<file path="src/rtl/ls_ex_if.sv">
// ls_ex_if: bundles every ls_ex signal except clk, rst and rdy.
//   LSB issue : ena/openum/mem_addr/store_value/rob_id from LSB, busy back
//   MC        : mem_ena/wr/addr/size/wdata out, mem_done/rdata back
//   LS CDB    : valid/rob_id/result out
//   ROB       : rollback flag in
// Modport slave is the load/store unit; modport master is its environment
// (LSB, memory controller, ROB, CDB listeners).
interface ls_ex_if #(
  parameter int ADDR_WIDTH   = 32,
  parameter int DATA_WIDTH   = 32,
  parameter int ROB_ID_WIDTH = 4,
  parameter int OPENUM_WIDTH = 6
);
  logic                    ena_from_lsb;
  logic [OPENUM_WIDTH-1:0] openum_from_lsb;
  logic [ADDR_WIDTH-1:0]   mem_addr_from_lsb;
  logic [DATA_WIDTH-1:0]   store_value_from_lsb;
  logic [ROB_ID_WIDTH-1:0] rob_id_from_lsb;
  logic                    busy_to_lsb;
  logic                    mem_ena_to_mc;
  logic                    mem_wr_to_mc;
  logic [ADDR_WIDTH-1:0]   mem_addr_to_mc;
  logic [2:0]              mem_size_to_mc;
  logic [DATA_WIDTH-1:0]   mem_wdata_to_mc;
  logic                    mem_done_from_mc;
  logic [DATA_WIDTH-1:0]   mem_rdata_from_mc;
  logic                    valid_to_cdb;
  logic [ROB_ID_WIDTH-1:0] rob_id_to_cdb;
  logic [DATA_WIDTH-1:0]   result_to_cdb;
  logic                    rollback_flag_from_rob;

  modport slave (
    input  ena_from_lsb, openum_from_lsb, mem_addr_from_lsb,
           store_value_from_lsb, rob_id_from_lsb,
           mem_done_from_mc, mem_rdata_from_mc, rollback_flag_from_rob,
    output busy_to_lsb, mem_ena_to_mc, mem_wr_to_mc, mem_addr_to_mc,
           mem_size_to_mc, mem_wdata_to_mc,
           valid_to_cdb, rob_id_to_cdb, result_to_cdb
  );

  modport master (
    output ena_from_lsb, openum_from_lsb, mem_addr_from_lsb,
           store_value_from_lsb, rob_id_from_lsb,
           mem_done_from_mc, mem_rdata_from_mc, rollback_flag_from_rob,
    input  busy_to_lsb, mem_ena_to_mc, mem_wr_to_mc, mem_addr_to_mc,
           mem_size_to_mc, mem_wdata_to_mc,
           valid_to_cdb, rob_id_to_cdb, result_to_cdb
  );
endinterface

</file>
<file path="src/rtl/ls_ex.sv">
// ls_ex: non-pipelined load/store execution unit.
// Accepts one memory op from the LSB, issues a word-level request to the
// memory controller, waits for the done pulse and, for loads, broadcasts the
// sign/zero-extended result on the LS CDB for one cycle.
// Ports:
//   clk  - clock
//   rst  - asynchronous active-high reset
//   rdy  - global ready; low freezes every register (mem_done is not sampled)
//   bus  - ls_ex_if.slave: LSB issue, memory controller, LS CDB, ROB rollback
module ls_ex #(
  parameter int ADDR_WIDTH   = 32,
  parameter int DATA_WIDTH   = 32,
  parameter int ROB_ID_WIDTH = 4,
  parameter int OPENUM_WIDTH = 6
) (
  input logic    clk,
  input logic    rst,
  input logic    rdy,
  ls_ex_if.slave bus
);

  localparam logic [OPENUM_WIDTH-1:0] OPENUM_LB  = OPENUM_WIDTH'(1);
  localparam logic [OPENUM_WIDTH-1:0] OPENUM_LH  = OPENUM_WIDTH'(2);
  localparam logic [OPENUM_WIDTH-1:0] OPENUM_LW  = OPENUM_WIDTH'(3);
  localparam logic [OPENUM_WIDTH-1:0] OPENUM_LBU = OPENUM_WIDTH'(4);
  localparam logic [OPENUM_WIDTH-1:0] OPENUM_LHU = OPENUM_WIDTH'(5);
  localparam logic [OPENUM_WIDTH-1:0] OPENUM_SB  = OPENUM_WIDTH'(6);
  localparam logic [OPENUM_WIDTH-1:0] OPENUM_SH  = OPENUM_WIDTH'(7);
  localparam logic [OPENUM_WIDTH-1:0] OPENUM_SW  = OPENUM_WIDTH'(8);

  typedef enum logic [0:0] {
    IDLE     = 1'b0,
    WAIT_MEM = 1'b1
  } state_t;

  function automatic logic is_store_op(input logic [OPENUM_WIDTH-1:0] op);
    return (op == OPENUM_SB) || (op == OPENUM_SH) || (op == OPENUM_SW);
  endfunction

  function automatic logic is_load_op(input logic [OPENUM_WIDTH-1:0] op);
    return (op == OPENUM_LB) || (op == OPENUM_LH) || (op == OPENUM_LW) ||
           (op == OPENUM_LBU) || (op == OPENUM_LHU);
  endfunction

  // Byte count of the access; unknown encodings fall back to a full word.
  function automatic logic [2:0] size_of(input logic [OPENUM_WIDTH-1:0] op);
    case (op)
      OPENUM_LB, OPENUM_LBU, OPENUM_SB: return 3'd1;
      OPENUM_LH, OPENUM_LHU, OPENUM_SH: return 3'd2;
      default:                          return 3'd4;
    endcase
  endfunction

  // The controller returns zero-extended data; only signed loads need work.
  function automatic logic [DATA_WIDTH-1:0] load_ext(
    input logic [OPENUM_WIDTH-1:0] op,
    input logic [DATA_WIDTH-1:0]   rdata
  );
    case (op)
      OPENUM_LB:  return {{(DATA_WIDTH-8){rdata[7]}}, rdata[7:0]};
      OPENUM_LH:  return {{(DATA_WIDTH-16){rdata[15]}}, rdata[15:0]};
      OPENUM_LBU: return {{(DATA_WIDTH-8){1'b0}}, rdata[7:0]};
      OPENUM_LHU: return {{(DATA_WIDTH-16){1'b0}}, rdata[15:0]};
      default:    return rdata;
    endcase
  endfunction

  state_t                  state_r, state_s;
  logic                    accept_s, finish_s, broadcast_s;
  logic [OPENUM_WIDTH-1:0] op_r;
  logic [ROB_ID_WIDTH-1:0] rob_r;
  logic                    cancel_r;
  logic                    mem_ena_r, mem_wr_r;
  logic [ADDR_WIDTH-1:0]   mem_addr_r;
  logic [2:0]              mem_size_r;
  logic [DATA_WIDTH-1:0]   mem_wdata_r;
  logic                    valid_r;
  logic [ROB_ID_WIDTH-1:0] cdb_rob_r;
  logic [DATA_WIDTH-1:0]   result_r;

  // FSM state register; rdy low holds the state.
  always_ff @(posedge clk or posedge rst) begin
    if (rst) begin
      state_r <= IDLE;
    end else if (rdy) begin
      state_r <= state_s;
    end
  end

  // Next state plus accept / finish / broadcast strobes.
  always_comb begin
    state_s     = state_r;
    accept_s    = 1'b0;
    finish_s    = 1'b0;
    broadcast_s = 1'b0;
    case (state_r)
      IDLE: begin
        // A rollback in the issue cycle drops the op.
        if (bus.ena_from_lsb && !bus.rollback_flag_from_rob) begin
          accept_s = 1'b1;
          state_s  = WAIT_MEM;
        end else begin
          state_s = IDLE;
        end
      end
      WAIT_MEM: begin
        if (bus.mem_done_from_mc) begin
          finish_s    = 1'b1;
          state_s     = IDLE;
          // Stores are already committed, so only loads can be cancelled.
          broadcast_s = is_load_op(op_r) && !cancel_r &&
                        !bus.rollback_flag_from_rob;
        end else begin
          state_s = WAIT_MEM;
        end
      end
      default: begin
        state_s = IDLE;
      end
    endcase
  end

  // Request, cancel and CDB registers; all frozen while rdy is low.
  always_ff @(posedge clk or posedge rst) begin
    if (rst) begin
      op_r        <= '0;
      rob_r       <= '0;
      cancel_r    <= 1'b0;
      mem_ena_r   <= 1'b0;
      mem_wr_r    <= 1'b0;
      mem_addr_r  <= '0;
      mem_size_r  <= 3'd0;
      mem_wdata_r <= '0;
      valid_r     <= 1'b0;
      cdb_rob_r   <= '0;
      result_r    <= '0;
    end else if (rdy) begin
      valid_r <= broadcast_s;
      if (accept_s) begin
        op_r        <= bus.openum_from_lsb;
        rob_r       <= bus.rob_id_from_lsb;
        cancel_r    <= 1'b0;
        mem_ena_r   <= 1'b1;
        mem_wr_r    <= is_store_op(bus.openum_from_lsb);
        mem_addr_r  <= bus.mem_addr_from_lsb;
        mem_size_r  <= size_of(bus.openum_from_lsb);
        mem_wdata_r <= bus.store_value_from_lsb;
      end else if (finish_s) begin
        // Address/size/data keep their value; only the valid drops.
        mem_ena_r <= 1'b0;
      end else if ((state_r == WAIT_MEM) && bus.rollback_flag_from_rob &&
                   is_load_op(op_r)) begin
        // The request stays on the bus until done; only the result is lost.
        cancel_r <= 1'b1;
      end
      if (broadcast_s) begin
        cdb_rob_r <= rob_r;
        result_r  <= load_ext(op_r, bus.mem_rdata_from_mc);
      end
    end
  end

  assign bus.busy_to_lsb     = (state_r != IDLE) || bus.ena_from_lsb;
  assign bus.mem_ena_to_mc   = mem_ena_r;
  assign bus.mem_wr_to_mc    = mem_wr_r;
  assign bus.mem_addr_to_mc  = mem_addr_r;
  assign bus.mem_size_to_mc  = mem_size_r;
  assign bus.mem_wdata_to_mc = mem_wdata_r;
  // A rollback during the broadcast cycle kills the broadcast.
  assign bus.valid_to_cdb    = valid_r && !bus.rollback_flag_from_rob;
  assign bus.rob_id_to_cdb   = cdb_rob_r;
  assign bus.result_to_cdb   = result_r;

endmodule

</file>
<file path="src/flat_wrapper.sv">
// flat-port wrapper written by rule: the top's interface ports become plain ports
module ls_ex_flat 
#(
  parameter int ADDR_WIDTH   = 32,
  parameter int DATA_WIDTH   = 32,
  parameter int ROB_ID_WIDTH = 4,
  parameter int OPENUM_WIDTH = 6
)
  (clk, rst, rdy, bus_ena_from_lsb, bus_openum_from_lsb, bus_mem_addr_from_lsb, bus_store_value_from_lsb, bus_rob_id_from_lsb, bus_mem_done_from_mc, bus_mem_rdata_from_mc, bus_rollback_flag_from_rob, bus_busy_to_lsb, bus_mem_ena_to_mc, bus_mem_wr_to_mc, bus_mem_addr_to_mc, bus_mem_size_to_mc, bus_mem_wdata_to_mc, bus_valid_to_cdb, bus_rob_id_to_cdb, bus_result_to_cdb);
  ls_ex_if #(.ADDR_WIDTH(ADDR_WIDTH), .DATA_WIDTH(DATA_WIDTH), .ROB_ID_WIDTH(ROB_ID_WIDTH), .OPENUM_WIDTH(OPENUM_WIDTH)) bus_i ();
  input logic clk;
  input logic rst;
  input logic rdy;
  input wire logic [$bits(bus_i.ena_from_lsb)-1:0] bus_ena_from_lsb;
  input wire logic [$bits(bus_i.openum_from_lsb)-1:0] bus_openum_from_lsb;
  input wire logic [$bits(bus_i.mem_addr_from_lsb)-1:0] bus_mem_addr_from_lsb;
  input wire logic [$bits(bus_i.store_value_from_lsb)-1:0] bus_store_value_from_lsb;
  input wire logic [$bits(bus_i.rob_id_from_lsb)-1:0] bus_rob_id_from_lsb;
  input wire logic [$bits(bus_i.mem_done_from_mc)-1:0] bus_mem_done_from_mc;
  input wire logic [$bits(bus_i.mem_rdata_from_mc)-1:0] bus_mem_rdata_from_mc;
  input wire logic [$bits(bus_i.rollback_flag_from_rob)-1:0] bus_rollback_flag_from_rob;
  output wire logic [$bits(bus_i.busy_to_lsb)-1:0] bus_busy_to_lsb;
  output wire logic [$bits(bus_i.mem_ena_to_mc)-1:0] bus_mem_ena_to_mc;
  output wire logic [$bits(bus_i.mem_wr_to_mc)-1:0] bus_mem_wr_to_mc;
  output wire logic [$bits(bus_i.mem_addr_to_mc)-1:0] bus_mem_addr_to_mc;
  output wire logic [$bits(bus_i.mem_size_to_mc)-1:0] bus_mem_size_to_mc;
  output wire logic [$bits(bus_i.mem_wdata_to_mc)-1:0] bus_mem_wdata_to_mc;
  output wire logic [$bits(bus_i.valid_to_cdb)-1:0] bus_valid_to_cdb;
  output wire logic [$bits(bus_i.rob_id_to_cdb)-1:0] bus_rob_id_to_cdb;
  output wire logic [$bits(bus_i.result_to_cdb)-1:0] bus_result_to_cdb;
  assign bus_i.ena_from_lsb = bus_ena_from_lsb;
  assign bus_i.openum_from_lsb = bus_openum_from_lsb;
  assign bus_i.mem_addr_from_lsb = bus_mem_addr_from_lsb;
  assign bus_i.store_value_from_lsb = bus_store_value_from_lsb;
  assign bus_i.rob_id_from_lsb = bus_rob_id_from_lsb;
  assign bus_i.mem_done_from_mc = bus_mem_done_from_mc;
  assign bus_i.mem_rdata_from_mc = bus_mem_rdata_from_mc;
  assign bus_i.rollback_flag_from_rob = bus_rollback_flag_from_rob;
  assign bus_busy_to_lsb = bus_i.busy_to_lsb;
  assign bus_mem_ena_to_mc = bus_i.mem_ena_to_mc;
  assign bus_mem_wr_to_mc = bus_i.mem_wr_to_mc;
  assign bus_mem_addr_to_mc = bus_i.mem_addr_to_mc;
  assign bus_mem_size_to_mc = bus_i.mem_size_to_mc;
  assign bus_mem_wdata_to_mc = bus_i.mem_wdata_to_mc;
  assign bus_valid_to_cdb = bus_i.valid_to_cdb;
  assign bus_rob_id_to_cdb = bus_i.rob_id_to_cdb;
  assign bus_result_to_cdb = bus_i.result_to_cdb;
  ls_ex #(.ADDR_WIDTH(ADDR_WIDTH), .DATA_WIDTH(DATA_WIDTH), .ROB_ID_WIDTH(ROB_ID_WIDTH), .OPENUM_WIDTH(OPENUM_WIDTH)) u_core (.clk(clk), .rst(rst), .rdy(rdy), .bus(bus_i));
endmodule
</file>
<file path="config.mk">
export PLATFORM = sky130hd
export DESIGN_NAME = ls_ex_flat
export DESIGN_NICKNAME = d
export VERILOG_FILES = /design/src/rtl/ls_ex_if.sv /design/src/rtl/ls_ex.sv /design/src/flat_wrapper.sv
export SDC_FILE = /design/constraint.sdc
export NUM_CORES = 1
export LEC_CHECK = 0
export ABC_AREA = 0
export CAP_MARGIN = 10
export CORE_MARGIN = 2
export CORE_UTILIZATION = 37
export DETAILED_ROUTE_END_ITERATION = 12
export PLACE_DENSITY = 0.88
export SYNTH_ARGS = -nofsm -noshare
export SYNTH_HDL_FRONTEND = slang
export SYNTH_SLANG_ARGS = --single-unit
</file>
<file path="constraint.sdc">
create_clock -name clk -period 4 [get_ports clk]
set_input_delay 0.8 -clock clk [delete_from_list [all_inputs] [get_ports clk]]
set_output_delay 0.8 -clock clk [all_outputs]
set_load 0.01 [all_outputs]
</file>
# After elaboration in Yosys (flattened, before gate mapping)
# Cells that the tools add are included.
# classes
n_eq_ne,13
n_mux,15
n_bitwise,1
reduce_logical,23
# op_table
operator,n
$pmux 32 s4,1
$eq 6x3->1 const B,6
$eq 6x2->1 const B,3
$eq 6x1->1 const B,2
$mux 1,12
$logic_or 1x1->1,7
$eq 6x4->1 const B,1
$logic_and 1x1->1,6
$pmux 3 s2,1
$reduce_and 2->1,3
$reduce_or 3->1,2
$reduce_bool 2->1,2
$reduce_and 3->1,1
$logic_not 1->1,2
$ne 2x1->1 const B,1
$pmux 1 s2,1
$not 1->1,1
# totals
reg_bits,118
in_bits,112
out_inout_bits,107
wordCells,64

# Logic depth before layout (Yosys ltp)
# depth
word_depth,10
ltp_mapped,7
depth_no_buf,4

# Worst setup path before layout
# OpenSTA, ideal clock, no wires.
# synth_path
path_type,input to register
from,in rdy
to,reg u_core.result_r[15] (netlist: u_core.bus.result_to_cdb[15])
t_arrival_ps,2132
setup_slack_ps,1747
stages,5
n_path_buf,1
path_cell_list,nand3_1 or4b_4 nor4b_4 buf_6 a2bb2oi_1
# synth_between
elab_chain_len,1
# synth_rtl
element,line,source
"start, declared",flat_wrapper.sv:13,input logic rdy;
$reduce_and 2->1 (no line),--,
"end signal, assigned",ls_ex.sv:158,"result_r <= load_ext(op_r, bus.mem_rdata_from_mc);"
"end, declared",ls_ex.sv:79,logic [DATA_WIDTH-1:0] result_r;
# Every way passes these cells.
# A chain may end at the register's enable or synchronous reset.

# Final worst setup path
# layout_path
from,in bus_ena_from_lsb
to,out bus_busy_to_lsb
# layout_between
elab_chain_len,1
# layout_rtl
element,line,source
"start, declared",flat_wrapper.sv:14,input wire logic [$bits(bus_i.ena_from_lsb)-1:0] bus_ena_from_lsb;
$logic_or 1x1->1,ls_ex.sv:163,assign bus.busy_to_lsb = (state_r != IDLE) || bus.ena_from_lsb;
"end, declared",flat_wrapper.sv:22,output wire logic [$bits(bus_i.busy_to_lsb)-1:0] bus_busy_to_lsb;
# Every way passes these cells.

==> metrics.csv <==
stage,metric,value,unit
outcome,status,finished clean,
timing,Final min period,2790,ps
detailed_routing,Routed Antenna Nets,0,
timing,Slew headroom,45.5,%
timing,Worst-Margin Slew,814,ps
setup_path,"Worst Path Class, Setup",in -> out,
setup_path,Top delay family on crit path,buffers and inverters,
setup_path,crit-path max FO,2,
cells_and_area,area grow syn2layout,62.4,%
timing,number of setup violations in the final report,0,
timing,Clock Skew,7.35,ps
hold_path,HP Class,reg -> reg,
floorplan,core area,12500,µm²
cts,"Clk pin slew, worst setup/hold paths",50,ps
timing,Hold Slack,485,ps
cts,CTS Buffer Depth,2,
pwr,"IR drop worst, VDD",0.298,mV
cells_and_area,layout cells sized above 1,23.4,%
cells_and_area,area occupied by registers,2950,µm²
detailed_routing,DRC viols,0,
cells_and_area,final net count,652,
floorplan,die area,13600,µm²
cells_and_area,most frequent cells in the layout,"clkdlybuf4s50_1, dfrtp_1, mux2_2",
cts,post-CTS sizing,0,
detailed_routing,Iter 0 DRT Violations,162,
cts,CTS tree,built,
setup_path,Critical Path AT,1990,ps
setup_path,crit path buf inv count,2,
timing,setup_tns,0,ps
grt,total grt overflow,0,
grt,pin count of the biggest net entering global routing,70,
setup_path,Critical Path Start Type,input port,
cts,htree depth,4,
cts,Worst-Skew Late Latency,410,ps
timing,Max Freq,0.358,GHz
detailed_routing,via count,3478,
setup_path,Worst setup EP type,primary output,
cts,Num CTS Buffers,17,
synth,average instance area after synthesis,14.7,µm²
grt,GRT Util Overall,17.2,%
floorplan,Starting Density,37.5,%
floorplan,Rows,41,
timing,max-slew violation count,0,
synth,async set or reset register ratio after synthesis,100,%
floorplan,Die Height,117,µm
synth,post-synthesis instance area,4690,µm²
placed_design,GP Congestion,0.782,
floorplan,# IOs,219,
timing,Final WS setup,1210,ps
timing,final worst-path cycle share,69.7,%
synth,Yosys Warn Count,0,
setup_path,Critical-path top delay cell,clkdlybuf4s50_1,
setup_path,"Largest stage delay, worst path",480,ps
detailed_routing,Vias/cell,4.80,
grt,initial antenna violation count,0,
synth,ys flop type,dfrtp_1,
grt,first-pass GRT wire length,17800,µm
cts,Root Driver,clkbuf_16,
synth,"EDFF count, synth",0,
synth,Synth Register Bits,118,
cells_and_area,FILL cells,1019,
cts,setup repair bufs after CTS,0,
job,max-cap violation count,0,
cells_and_area,"leading cell type in the layout, fill and taps excluded",clkdlybuf4s50_1,
synth,syn nets,430,
placed_design,PortBufs,218,
floorplan,die width,117,µm
detailed_routing,Avg WL per Cell,16.1,µm
synth,"Seq/Total Area, Yosys",63.0,%
placed_design,Place WS,824,ps
pwr,leakage power total,3.24,nW
setup_path,CP Cell Sequence,clkdlybuf4s50_1 > or2_2 > clkdlybuf4s50_1,
grt,vias in the first global route,3749,
synth,Cells after Synth,318,
timing,Fin. Hold Viols,0,
setup_path,WP data required,3200,ps
timing,RSZ-0062 raised after global routing,no,
pwr,pwr dens,607,nW/µm²
cells_and_area,Antenna diodes,0,
detailed_routing,drt total wl,11600,µm
setup_path,CP dominant cell by count,clkdlybuf4s50_1,
synth,Unique masters post-synth,37,
placed_design,post-DP HPWL,8520,µm
cells_and_area,multi-input logic area,1590,µm²
cts,CTS Sinks,118,
detailed_routing,first-pass iteration count of the detailed router,6,
cts,hold_buf cts,0,
-- final cells by class --
| class | instances | share of cell area, % |
|---|---|---|
| flip-flops and latches | 118 | 38.8 |
| repair buffers | 221 | 29.3 |
| multi-input cells | 176 | 20.9 |
| clock buffers | 23 | 6.67 |
| well taps | 172 | 2.83 |
| clock inverters | 8 | 1.25 |
| inverters | 6 | 0.329 |
-- cell families after synthesis --
| family | count (synthesis) | share of synthesized area, % |
|---|---|---|
| and+or+nand+nor | 48 | 5.82 |
| muxes | 88 | 21.1 |
| xor gates and xnor gates | 2 | 0.374 |
| DFF | 118 | 63.0 |
| AOI/OAI and AO/OA | 38 | 6.49 |
| buffers and inverters | 24 | 3.23 |
-- routing by layer --
metal	vias to the layer above	global-route usage, %	routed length [µm]	share of wire [%]
met5	-	0	0	0
met4	0	8.94	311	2.7
met3	24	7.37	926	8.0
met2	146	28.0	5870	50
met1	1717	19.4	4520	39
li1	1591	-	-	-
-- worst register-to-register path: stages (launching register included) --
cell and delay [ps]:
dfrtp_1 390, nor3_2 290, or4b_4 540, nor4b_4 770, a2bb2oi_1 170
-- through the flow --
stage / std cells / cell area (µm²) / util (%) / total power, W
floorplan: 318 / 4690 / - / 0.00229
global placement: 693 / 7010 / 56.0 / 0.00307
detailed placement: 693 / 7010 / 56.0 / 0.00314
CTS: 724 / 7610 / 60.8 / 0.00468
global route: 724 / 7610 / 60.8 / 0.00484
finish: 724 / 7610 / 60.8 / 0.00462
-- power breakdown --
group | total, W | internal (W) | switching, W
sequential | 0.00174 | 0.00154 | 0.000204
combinational | 0.00137 | 0.000892 | 0.000477
clock | 0.00151 | 0.00101 | 0.000508
-- final timing paths --
check | startpoint | endpoint | slack (ps) | cells after the start
min in group asynchronous | rst | u_core.bus.mem_addr_to_mc[9] | 830 | 2
worst min register to register | u_core.bus.mem_ena_to_mc | u_core.bus.mem_ena_to_mc | 490 | 1
worst max register to register | u_core.op_r[3] | u_core.bus.result_to_cdb[24] | 1690 | 4
worst min-delay path | u_core.bus.mem_ena_to_mc | u_core.bus.mem_ena_to_mc | 490 | 1
max in group asynchronous | rst | u_core.bus.mem_wdata_to_mc[0] | 2350 | 3
worst max-delay path | bus_ena_from_lsb | bus_busy_to_lsb | 1210 | 3
-- synth_stat cells, types with 2 or more instances --
cell type  number  area [µm²]
a21o_1          2        15.0
o22ai_1         2        12.5
dfrtp_1       118        2950
nor3_2          2        20.0
buf_6           4        45.0
mux2_2         86         968
clkbuf_8        2        27.5
nor2_1          5        18.8
inv_1           6        22.5
o21ai_0         3        15.0
xor2_1          2        17.5
clkbuf_1        5        18.8
nand3_1         2        10.0
nor3_1          3        15.0
a21oi_1         4        20.0
a221o_1         7        70.1
buf_2           6        30.0
a2bb2oi_1      17         149
nand2_1        23        86.3
or2_2           2        12.5
-- flip-flops by register name (all words and copies together) (netlist names), 3 cells and up --
name and cells:
u_core.bus.result_to_cdb 32, u_core.bus.mem_wdata_to_mc 32, u_core.op_r 6, u_core.bus.mem_size_to_mc 3, u_core.rob_r 4, u_core.bus.rob_id_to_cdb 4
u_core.bus.mem_addr_to_mc 32
(Power assumes the default switching activity.)
==> RTL edit: new RTL, same flow settings <==
`ADDR_WIDTH` is set to 32 in 3 places; all go to 40.
--- a/src/rtl/ls_ex_if.sv
+++ b/src/rtl/ls_ex_if.sv
@@ -8,3 +8,3 @@
 interface ls_ex_if #(
-  parameter int ADDR_WIDTH   = 32,
+  parameter int ADDR_WIDTH   = 40,
   parameter int DATA_WIDTH   = 32,
--- a/src/rtl/ls_ex.sv
+++ b/src/rtl/ls_ex.sv
@@ -10,3 +10,3 @@
 module ls_ex #(
-  parameter int ADDR_WIDTH   = 32,
+  parameter int ADDR_WIDTH   = 40,
   parameter int DATA_WIDTH   = 32,
--- a/src/flat_wrapper.sv
+++ b/src/flat_wrapper.sv
@@ -3,3 +3,3 @@
 #(
-  parameter int ADDR_WIDTH   = 32,
+  parameter int ADDR_WIDTH   = 40,
   parameter int DATA_WIDTH   = 32,
Ports: changed (resized bus_mem_addr_from_lsb and bus_mem_addr_to_mc); port bits go from 219 to 235. No check against the original RTL was run, so the function may have changed too.
==> RTL edit against the original RTL <==
Sequential cell count grew 8; area after synthesis grew 6.7%; design area grew 5.9%; total power grew 3.2%; first-iteration DRC count grew 58%; combinational power grew 7%; wire length grew 15%; setup slack lost 0.16 ns; critical endpoint is now bus_valid_to_cdb; largest power group unchanged.
==> RTL edit: results (changes against the original RTL) <==
Via/cell ratio -> 4.64 (was 4.80)
Prevailing post-synth register cell -> dfrtp_1 (unchanged)
Worst Clk Skew -> 0.00686 ns (was 0.00735 ns)
Placer Congestion -> 0.782 (about the same)
Initial antenna violation count -> 0 (unchanged)
Peak VDD IR -> 0.000267 V (was 0.000298 V)
GRT Overall Usage -> 19.3% (was 17.2%)
CP max-delay cell -> clkdlybuf4s50_1 (unchanged)
CTS-repair resized insts -> 0 (unchanged)
Setup bufs post-CTS -> 0 (unchanged)
Clk slew on worst S/H paths -> 0.05 ns (about the same)
Syn. warnings -> 0 (unchanged)
Worst-path maximum fanout -> 6 (was 2)
Routed WL per cell -> 14.4 um (was 16.1 um)
Final wirelength -> 13400 um (was 11600 um)
First-pass GRT wire length -> 21700 um (was 17800 um)
Cell Count Post-Placement -> 899 (was 693)
Post-synth top cells -> nand2_1, dfrtp_1, a2bb2oi_1 (was dfrtp_1, mux2_2, nand2_1)
Placed wire-length estimate -> 9500 um (was 8520 um)
Pin count of the biggest net entering global routing -> 68 (was 70)
Maximum buffer depth of the clock tree -> 2 (unchanged)
Asr flop ratio synth -> 100% (unchanged)
Synth top area cells -> dfrtp_1, nand2_1, a2bb2oi_1, mux2_2, clkbuf_1 (was dfrtp_1, mux2_2, a2bb2oi_1, nand2_1, a221o_1)
Worst-skew pair later-pin latency -> 0.41 ns (about the same)
Initial DRC count -> 256 (was 162)
Drt first pass iters -> 5 (was 6)
Largest stage delay, worst path -> 0.59 ns (was 0.48 ns)
Clock buffer count from CTS -> 17 (unchanged)
Count of cell types in the netlist -> 40 (was 37)
Worst slack, placed -> 0.903 ns (was 0.824 ns)
Fraction of layout instances using a drive strength above 1 -> 7.55% (was 23.4%)
Static Leak -> 3.82 nW (was 3.24 nW)
CP arrival -> 2.15 ns (was 1.99 ns)
# diodes -> 0 (unchanged)
Tightest Pin Transition -> 0.974 ns (was 0.814 ns)
Post-synth net total -> 630 (was 430)
Placed cell areas -> 0.00750 mm^2 (was 0.00701 mm^2)
IO buf count -> 234 (was 218)
Hold crit path type -> reg2reg (unchanged)
Vias in the first global route -> 4363 (was 3749)
Final Setup Violations -> 0 (unchanged)
Post-synthesis sequential area ratio -> 63.0% (about the same)
Clk root buf -> clkbuf_16 (unchanged)
Mean post-synth cell area -> 9.81 um^2 (was 14.7 um^2)
Status -> complete, no violations (unchanged)
H-Tree Depth -> 4 (unchanged)
Fin nets -> 862 (was 652)
Largest register FFs -> 40
## RTL edit: report_power, final
group	switching [mW]	internal, mW	total, mW	leakage [nW]
Clock	0.544	0.896	1.44	0.274
Combinational	0.587	0.881	1.47	1.95
Sequential	0.224	1.64	1.86	1.59
Total	1.36	3.41	4.77	3.82
## RTL edit: cells by family (layout without fill, tap and decap cells)
family	Yosys count	in the layout	share of synthesized area [%]
multiplexers	12	12	2.70
buffers and inverters	34	279	3.05
XOR/XNOR	3	3	0.525
AO/OA/AOI/OAI	44	44	7.40
AND/OR/NAND/NOR	291	291	23.3
flip-flops	126	126	63.0
## RTL edit: final timing paths
check,startpoint,end,slack (ns),cells past startpoint
max reg2reg,u_core.op_r[1],u_core.bus.result_to_cdb[28],1.51,5
min,u_core.bus.mem_addr_to_mc[26],u_core.bus.mem_addr_to_mc[26],0.47,2
min in group asynchronous,rst,u_core.bus.mem_addr_to_mc[30],1.00,3
max in group asynchronous,rst,u_core.bus.result_to_cdb[11],2.45,3
min reg2reg,u_core.bus.mem_addr_to_mc[26],u_core.bus.mem_addr_to_mc[26],0.47,2
max,bus_rollback_flag_from_rob,bus_valid_to_cdb,1.05,3
## RTL edit: routing by layer
metal	routed length, um	vias to the layer above	global-route usage, %
li1	-	2099	-
met1	5480	2038	22.7
met2	6460	163	31.8
met3	1200	20	7.41
met4	249	0	7.63
met5	0	-	0
## RTL edit: final cells by class
cell class | count | area, um^2
clock buffer | 21 | 470
clock inverter | 11 | 91.3
fill | 1104 | 5180
inverter | 6 | 26.3
multi-input combinational | 350 | 1710
sequential | 126 | 3150
tap | 176 | 220
timing repair buffer | 241 | 2390
## RTL edit: critical path: cells and delay by family
| family | cells | cell delay, ns |
|---|---|---|
| buffers and inverters | 2 | 1.13 |
| and+or+nand+nor | 1 | 0.21 |
